===== config.mk =====
export PLATFORM = sky130hd
export DESIGN_NAME = gf163_mult
export DESIGN_NICKNAME = d
export VERILOG_FILES = /design/src/rtl/gf163_pkg.sv /design/src/rtl/gf163_mac_step.sv /design/src/rtl/gf163_mult.sv
export SDC_FILE = /design/constraint.sdc
export NUM_CORES = 1
export LEC_CHECK = 0
export CORE_MARGIN = 2
export CORE_UTILIZATION = 45
export DETAILED_ROUTE_END_ITERATION = 12
export PLACE_DENSITY_LB_ADDON = 0.3
export SYNTH_ARGS = -nofsm -noshare
export SYNTH_HDL_FRONTEND = slang
export SYNTH_SLANG_ARGS = --single-unit
export TNS_END_PERCENT = 100

===== constraint.sdc =====
create_clock -name clk -period 2.6 [get_ports clk]
set_clock_uncertainty 0.15 [all_clocks]
set_input_delay 0.39 -clock clk [delete_from_list [all_inputs] [get_ports clk]]
set_output_delay 0.39 -clock clk [all_outputs]
set_load 0.02 [all_outputs]

===== src/rtl/gf163_pkg.sv =====
// Shared definitions for the GF(2^163) multiplier: field size, reduction constant,
// FSM state encoding and register-file select codes.
// No logic beyond a small select-code filter function.
package gf163_pkg;

    localparam int M = 163;

    // f(x) = x^163 + x^7 + x^6 + x^3 + 1; x^163 folds back onto these low bits.
    localparam logic [M-1:0] F_RED = 163'hC9;

    typedef enum logic [1:0] {
        ST_IDLE = 2'd0,
        ST_RUN  = 2'd1,
        ST_DONE = 2'd2
    } state_t;

    localparam logic [2:0] SEL_NONE = 3'b000;
    localparam logic [2:0] SEL_XA   = 3'b001;
    localparam logic [2:0] SEL_XB   = 3'b010;
    localparam logic [2:0] SEL_ZA   = 3'b011;
    localparam logic [2:0] SEL_ZB   = 3'b100;
    localparam logic [2:0] SEL_ZC   = 3'b101;
    localparam logic [2:0] SEL_SWAP = 3'b110;
    localparam logic [2:0] SEL_CLR  = 3'b111;

    // Only plain register writes may leave the multiplier; swap/clear and
    // undefined codes collapse to "no write" so the result is dropped.
    function automatic logic [2:0] sel_filter(input logic [2:0] sel);
        logic [2:0] r;
        r = SEL_NONE;
        if (sel == SEL_XA || sel == SEL_XB || sel == SEL_ZA ||
            sel == SEL_ZB || sel == SEL_ZC)
            r = sel;
        return r;
    endfunction

endpackage


===== src/rtl/gf163_mac_step.sv =====
// One multiply-reduce step: o_acc = (i_acc * x mod f) ^ (i_bit ? i_a : 0).
// Latency: purely combinational, zero cycles.
// Backpressure: none.
// Ports: i_acc/i_a 163-bit field elements, i_bit current multiplier bit,
//        o_acc updated accumulator.
module gf163_mac_step
    import gf163_pkg::*;
(
    input  logic [M-1:0] i_acc,
    input  logic [M-1:0] i_a,
    input  logic         i_bit,
    output logic [M-1:0] o_acc
);

    logic [M-1:0] w_shift;

    // Multiply by x; a carry out of bit 162 is replaced by the reduction constant.
    assign w_shift = {i_acc[M-2:0], 1'b0} ^ (i_acc[M-1] ? F_RED : '0);
    assign o_acc   = w_shift ^ (i_bit ? i_a : '0);

endmodule


===== src/rtl/gf163_mult.sv =====
// Digit-serial MSB-first GF(2^163) multiplier, s = a*b mod f, DIGIT b-bits per cycle.
// Latency: done rises on the (N+1)th rising edge counting the edge that samples start.
// Backpressure: none; start is ignored while busy and re-accepted in the DONE cycle.
// Ports: clk/rst (sync, active-high); start, a, b, dst_sel request inputs;
//        busy, done, s (registered product), reg_select (write strobe while done).
module gf163_mult
    import gf163_pkg::*;
#(
    parameter int DIGIT = 1
) (
    input  logic         clk,
    input  logic         rst,
    input  logic         start,
    input  logic [162:0] a,
    input  logic [162:0] b,
    input  logic [2:0]   dst_sel,
    output logic         busy,
    output logic         done,
    output logic [162:0] s,
    output logic [2:0]   reg_select
);

    localparam int N  = (M + DIGIT - 1) / DIGIT;
    localparam int NB = N * DIGIT;
    localparam int CW = $clog2(N);

    state_t          r_state;
    state_t          w_next;
    logic            w_accept;
    logic [M-1:0]    r_a;
    logic [NB-1:0]   r_b;
    logic [M-1:0]    r_acc;
    logic [M-1:0]    r_s;
    logic [2:0]      r_sel;
    logic [CW-1:0]   r_cnt;
    logic [M-1:0]    w_chain [DIGIT+1];

    // Chain of DIGIT steps consuming the top DIGIT bits of the shifting b copy.
    assign w_chain[0] = r_acc;
    for (genvar k = 0; k < DIGIT; k++) begin : g_step
        gf163_mac_step u_step (
            .i_acc (w_chain[k]),
            .i_a   (r_a),
            .i_bit (r_b[NB-1-k]),
            .o_acc (w_chain[k+1])
        );
    end

    always_comb begin
        w_next   = r_state;
        w_accept = 1'b0;
        case (r_state)
            ST_IDLE: begin
                if (start) begin
                    w_next   = ST_RUN;
                    w_accept = 1'b1;
                end
            end
            ST_RUN: begin
                if (r_cnt == '0)
                    w_next = ST_DONE;
            end
            ST_DONE: begin
                if (start) begin
                    w_next   = ST_RUN;
                    w_accept = 1'b1;
                end else begin
                    w_next = ST_IDLE;
                end
            end
            default: w_next = ST_IDLE;
        endcase
    end

    always_ff @(posedge clk) begin
        if (rst)
            r_state <= ST_IDLE;
        else
            r_state <= w_next;
    end

    always_ff @(posedge clk) begin
        if (rst) begin
            r_a   <= '0;
            r_b   <= '0;
            r_acc <= '0;
            r_s   <= '0;
            r_sel <= SEL_NONE;
            r_cnt <= '0;
        end else if (w_accept) begin
            r_a   <= a;
            r_b   <= NB'(b);
            r_acc <= '0;
            r_sel <= dst_sel;
            r_cnt <= CW'(N - 1);
        end else if (r_state == ST_RUN) begin
            r_acc <= w_chain[DIGIT];
            r_b   <= r_b << DIGIT;
            r_cnt <= r_cnt - CW'(1);
            // Result register only changes on the transition into DONE.
            if (r_cnt == '0)
                r_s <= w_chain[DIGIT];
        end
    end

    assign busy       = (r_state == ST_RUN);
    assign done       = (r_state == ST_DONE);
    assign s          = r_s;
    assign reg_select = done ? sel_filter(r_sel) : SEL_NONE;

endmodule


==> summary.txt, run 1 <==
Run status
  – Status: completed

Finish
  – Most frequent cells in the layout: 663 x dfxtp_1, 502 x nand2_1, 494 x clkdlybuf4s50_1
  – Share of layout cells above drive strength 1: 5.12%
  – Area grow syn2layout: 29.6%
  – Most common cell after layout, fill and taps aside: dfxtp_1
  – Nets: around 3,600

Detailed routing
  – Drt via density: between 5 and 6
  – DRC violation total after the first TritonRoute iteration: 1,902
  – DRT antenna net count: 0
  – Max Used Layer: met5
  – DR pass1 iterations: 8
  – Drt wl/cell: 19.8 um
  – M1 WL: about 33,000 um
  – DRT Wirelength: 81,600 um
  – Vias: around 24,000
  – Drt drc: 0
  – Met2 Wirelength: a little under 40,000 um
  – Met3 WL: between 6000 and 7000 um

Die
  – Starting Density: roughly 46%
  – Core area: between 0.05 and 0.06 mm2
  – Row cnt: 88
  – Die footprint: roughly 0.061 mm2
  – Chip width: between 200 and 250 um
  – Die height: ~250 um
  – Top Ports: 500

Worst setup path
  – Critical-path top delay cell: clkdlybuf4s50_1
  – WP data required: between 2 and 2.5 ns
  – Setup crit end kind: output pin
  – CP delay by family, top: buffers and inverters
  – CP startpoint kind: flop
  – Crit path arrival time: roughly 2.0 ns
  – CP max FO: 4
  – Critical-path cell list: nor2b_4 > clkdlybuf4s50_1
  – WP buf/inv: 1
  – Critical Path Max Stage Delay: ~0.75 ns
  – Setup CP Type: flop to output pin

Min path
  – Hold WC Path Type: input pin to flop

CTS
  – Num CTS Buffers: ~70
  – Clk buf depth: 3
  – Clk sinks: approximately 670
  – CTS tree: built
  – Clk root buf: clkbuf_16
  – Clk pin slew, worst setup/hold paths: ~0.06 ns
  – H-tree levels: 3
  – Skew-Pair Late Insertion Delay: roughly 0.6 ns

Synthesis
  – Async set or reset register ratio after synthesis: 0%
  – #FFs+latches synth: about 670
  – Synth top area cells: dfxtp_1 50%, nand2_1 7.1%, a21oi_1 6.3%
  – Post-synth EDFFs: 0
  – Post-Syn Area per Cell: approximately 8.8 um2
  – Ys flop type: dfxtp_1
  – Ys Warns: 0
  – Synth top area share: around 50%
  – Cell count after synthesis: around 3,000
  – Sequential area share after synthesis: between 50 and 60%
  – Synthesized netlist net count: roughly 3,400
  – Post-Syn Area: 0.0264 mm2
  – Unique cell type count in the Yosys netlist: 33
  – Yosys top cell by area: dfxtp_1

Place
  – Routability congestion estimate from global placement: between 0.8 and 0.9
  – DP HPWL: 52,200 um
  – Place WS: between 0.2 and 0.3 ns
  – Number of port buffers: about 500

Global routing
  – Initial antenna violation count: 10
  – Largest net degree at the start of global routing: 215
  – First-pass GRT wire length: around 130,000 um
  – Gr usage total: 25.8%
  – Total gr overflow: 0
  – Number of global-route vias before repair: about 23,000

Power and ir drop
  – Peak supply drop: approximately 520 uV
  – Leak: between 10 and 15 nW
  – PD cells: about 720 mW/mm2

STA
  – Max-slew violation count: 0
  – Maximum clock rate: 0.400 GHz
  – Unrepaired setup endpoints after global routing: no
  – Final setup fails: 0
  – Setup TNS: 0 ns
  – Worst-Margin Slew: ~1.2 ns
  – Min Tclk post-route: 2.50 ns
  – Fin. Hold Viols: 0
  – Relative slew slack: 20.7%
  – Crit share post-route: a little over nine tenths
  – PnR worst setup slack: roughly 0.097 ns

Flow run
  – Maxcap violations: 0
[report_power, final]
part | internal (mW) | switching (mW) | total (mW)
Combinational | 1.33 | 2.27 | 3.59
Clock | 5.85 | 4.14 | 9.99
Sequential | 10.8 | 0.363 | 11.1
[what timing repair did]
item,CTS,global route
hold buffers,1,0
hold endpoints to repair,6,0
setup endpoints to repair,5,2
resized for setup,5,2
pin swaps,0,0
setup buffers,0,0
[final timing paths]
kind	startpoint	to	slack, ns	cells past startpoint
max	r_state[1]	done	0.1	2
min	a[76]	r_a[76]	0.18	3
max reg2reg	r_cnt[0]	s[92]	0.31	6
min reg2reg	r_a[65]	r_a[65]	0.30	2
[cell usage after synthesis (all sizes together), types with 20 or more instances]
| master | number |
|---|---|
| nand2 | 503 |
| buf | 20 |
| dfxtp | 665 |
| nand3 | 163 |
| a21oi | 334 |
| nor2 | 162 |
| o311ai | 163 |
| xor2 | 161 |
| a22oi | 162 |
| clkbuf | 311 |
| o31ai | 162 |
| a211oi | 161 |
[logic make-up (layout without fill, tap and decap cells)]
family	Yosys count	count (layout)	share of synthesized area, %
AND/OR/NAND/NOR	853	853	13.2
buffers and inverters	336	679	5.08
XOR/XNOR	167	167	5.53
adder cells (fa/ha/maj)	2	2	0.0946
other	0	1	0
AO/OA/AOI/OAI	994	994	25.8
flip-flops	665	665	50.3
[state kept, by name (all words and copies together) (netlist names)]
register	cells
r_acc	163
r_cnt	8
r_sel	3
r_a	163
r_b	163
s	163
r_state	2
[cell type report]
type	instances	area (um2)
inverters	5	28.8
multi-input cells	2016	11800
well taps	765	957
clock inverters	18	267
diodes	1	2.50
clock buffers	103	2030
repair buffers	553	5820
flip-flops and latches	665	13300
fillers	5008	23600
[worst min-delay path: stages]
cell and delay, ns:
clkdlybuf4s50_1 0.39, nand2_1 0.05, a21oi_1 0.05
[metrics by stage]
stage / cells / instance area [um2] / utilization (%) / hold slack, ns / total power [mW]
after global placement: 4003 / 31900 / 55.2 / 0.292 / 14.8
after detailed placement: 4003 / 31900 / 55.2 / 0.297 / 14.9
after global routing: 4126 / 34300 / 59.2 / 0.158 / 25.6
after floorplan: 3017 / 26400 / - / 0.282 / 13.4
after CTS: 4125 / 34300 / 59.2 / 0.144 / 24.8
final: 4126 / 34300 / 59.2 / 0.177 / 24.7
[routing by layer]
metal | track usage (%) | vias to the layer above
met5 | 0 | -
met4 | 10.3 | 16
met3 | 6.93 | 180
met2 | 41.8 | 850
met1 | 32.6 | 11606
li1 | - | 11452
No activity file was read; power rests on OpenSTA's default activity.
==> inputs of run 2 (changes only) <==
Settings changed: CORE_UTILIZATION 45 to 25, SKIP_LAST_GASP set to 1.
Clock period 2.6 ns to 2.02 ns, I/O delays scaled along.
==> summary.txt, run 2 (same netlist as run 1, synthesis figures left out) <==
STA
  – Fin Hold WS: 0.0494 ns (-0.127 ns)
  – Crit share post-route: 107%
  – Relative slew slack: 53.8% (+33 points)
  – Worst-Margin Slew: 0.694 ns (-0.496 ns)
  – Fin. Hold Viols: 0 (unchanged)
  – PnR worst setup slack: -0.134 ns (-0.231 ns)
  – Unrepaired setup endpoints after global routing: yes
  – Max-slew violation count: 0 (unchanged)
  – Final setup fails: 142 (+142)
  – Min Tclk post-route: 2.15 ns
  – Maximum clock rate: about 0.46 GHz

Detailed routing
  – Met2 Wirelength: 43,300 um (+12%)
  – DRT Wirelength: 93,800 um (+15%)
  – Drt drc: 0 (unchanged)
  – Drt via density: 4.92 (-16%)
  – Met3 WL: 5200 um (-23%)
  – Drt wl/cell: 19.3 um (-2.3%)
  – M1 WL: 42,200 um (+27%)
  – DR pass1 iterations: 5 (-3)
  – Vias: 23,906 (-0.82%)
  – DRC violation total after the first TritonRoute iteration: 1,612 (-15%)
  – Max Used Layer: met5
  – DRT antenna net count: 0 (unchanged)

Place
  – Place WS: -0.0854 ns (-0.384 ns)
  – Number of port buffers: 499 (unchanged)
  – Dpl cells: 4,687 (+17%)
  – DP HPWL: 61,800 um (+18%)
  – Routability congestion estimate from global placement: 0.805 (-5.5%)

Finish
  – Finished Layout Cells: 4,859 (+18%)
  – Fillers: 10,873 (+120%)
  – Nets: 3,743 (+2.7%)
  – Share of layout cells above drive strength 1: 8.94% (+3.8 points)
  – Most common cell after layout, fill and taps aside: dfxtp_1
  – Area grow syn2layout: 38.1%
  – Final Core Density: 34.7% (-24 points)
  – Most frequent cells in the layout: 659 x dfxtp_1, 502 x nand2_1, 333 x a21oi_1

Worst setup path
  – WP data required: 2.44 ns (+0.38 ns)
  – CP delay by family, top: simple AND/OR/NAND/NOR gates
  – Setup CP Type: flop to flop
  – Reg2reg path depth: 6 (unchanged)
  – Critical-path cell list: inv_2 > ha_4 > or3b_4 > or3_4 > buf_12 > o31ai_1
  – Crit path arrival time: 2.57 ns (+0.61 ns)
  – Flop2flop setup slack: -0.13 ns (-0.44 ns)
  – Worst R2R End: s[62]
  – Critical Path Max Stage Delay: 0.43 ns (-0.32 ns)
  – Critical-path top delay cell: or3_4
  – Worst r2r src: r_cnt[1]
  – Setup crit end kind: flop
  – CP max FO: 70 (+66)
  – WP buf/inv: 2 (+1)
  – CP startpoint kind: flop

Min path
  – Min-Delay Endpoint: r_a[80]
  – Hold Path Stages: 3 (unchanged)
  – Hold_sp: a[80]
  – Hold WC Path Type: input pin to flop

CTS
  – Num CTS Buffers: 80 (+16%)
  – Clk pin slew, worst setup/hold paths: 0.06 ns (about the same)
  – Clk sinks: 665 (unchanged)
  – Clk buf depth: 3 (unchanged)
  – Skew-Pair Late Insertion Delay: 0.66 ns (+0.06 ns)
  – CTS tree: built
  – H-tree levels: 3 (unchanged)
  – Clk root buf: clkbuf_16

Power and ir drop
  – PD cells: 945 mW/mm2 (+31%)
  – Peak supply drop: 572 uV (+9.9%)
  – Leak: 13.2 nW (+13%)

Die
  – Row cnt: 119 (+35%)
  – Core area: 0.105 mm2 (+82%)
  – Starting Density: 25.2% (-21 points)
  – Die footprint: 0.108 mm2 (+79%)
  – Top Ports: 500 (unchanged)
  – Die height: 329 um (+34%)
  – Chip width: 329 um (+34%)

Run status
  – Failing checks: negative setup slack
  – Status: complete, but fails checks

Global routing
  – Largest net degree at the start of global routing: 133 (-38%)
  – Gr usage total: 16.7% (-9.1 points)
  – First-pass GRT wire length: 142,000 um (+12%)
  – Number of global-route vias before repair: 23,019 (-0.73%)
  – Initial antenna violation count: 18 (+8)
  – Total gr overflow: 0 (unchanged)

Flow run
  – Maxcap violations: 0 (unchanged)
run 2: changes by cell type in the layout (fill, tap and decap cells not counted), moves of 7 or more:
cell,delta
buf_6,+7
o31ai_1,-13
o311ai_2,+13
o31ai_2,+13
buf_4,+52
dlygate4sd2_1,+160
o311ai_0,-85
clkbuf_16,+12
dlygate4sd3_1,+12
clkdlybuf4s50_1,-164
buf_12,+15
o311ai_1,+71
run 2: timing repair:
item	4_1_cts	5_1_grt
gates resized for setup	215	115
endpoints found under the setup margin	331	182
endpoints found under the hold margin	31	0
setup buffers	14	2
pin swaps	2	6
hold buffers	13	0
gates cloned	4	0
run 2: how the worst max path moves through the flow:
stage,startpoint,end,depth (start not counted),slack [ns]
floorplan,r_cnt[2],s[100],7,-0.08
global placement,start,r_a[49],6,-0.07
detailed placement,start,r_a[49],6,-0.09
CTS,r_state[0],reg_select[1],4,-0.1
global route,r_cnt[1],s[57],6,-0.18
finish,r_cnt[1],s[62],6,-0.13
run 2: tightest hold or removal path: stages:
cell and delay, ns:
clkdlybuf4s50_1 0.40, nand2_1 0.05, a21oi_1 0.05
run 2: power by group:
group          internal (mW)  leakage [nW]  switching (mW)  total [mW]
sequential              13.9          5.43           0.461        14.3
combinational           2.09          6.43            3.25        5.34
clock                   8.72          1.32            6.09        14.8
run 2: final cells by class:
cell class / count / area [um2] / share of cell area [%]
diodes: 2 / 5.00 / 0.0137
flip-flops and latches: 665 / 13300 / 36.5
repair buffers: 641 / 6620 / 18.1
inverters: 5 / 28.8 / 0.0788
clock buffers: 115 / 2310 / 6.34
well taps: 1391 / 1740 / 4.77
clock inverters: 24 / 405 / 1.11
multi-input cells: 2016 / 12100 / 33.1
run 2: per-stage QoR:
step | power, mW | instance area [um2] | TNS, ns
global placement | 19.5 | 33300 | -2.43
detailed placement | 19.6 | 33300 | -6.34
CTS | 34.8 | 36300 | -5.44
global route | 36.0 | 36500 | -19.16
floorplan | 17.3 | 26500 | -8.63
finish | 34.5 | 36500 | -7.20
run 2: routing by layer:
metal  GRT usage (%)  vias up
li1                -    11703
met1            22.2    11386
met2            26.5      612
met3            3.81      173
met4            5.60       32
met5               0        -
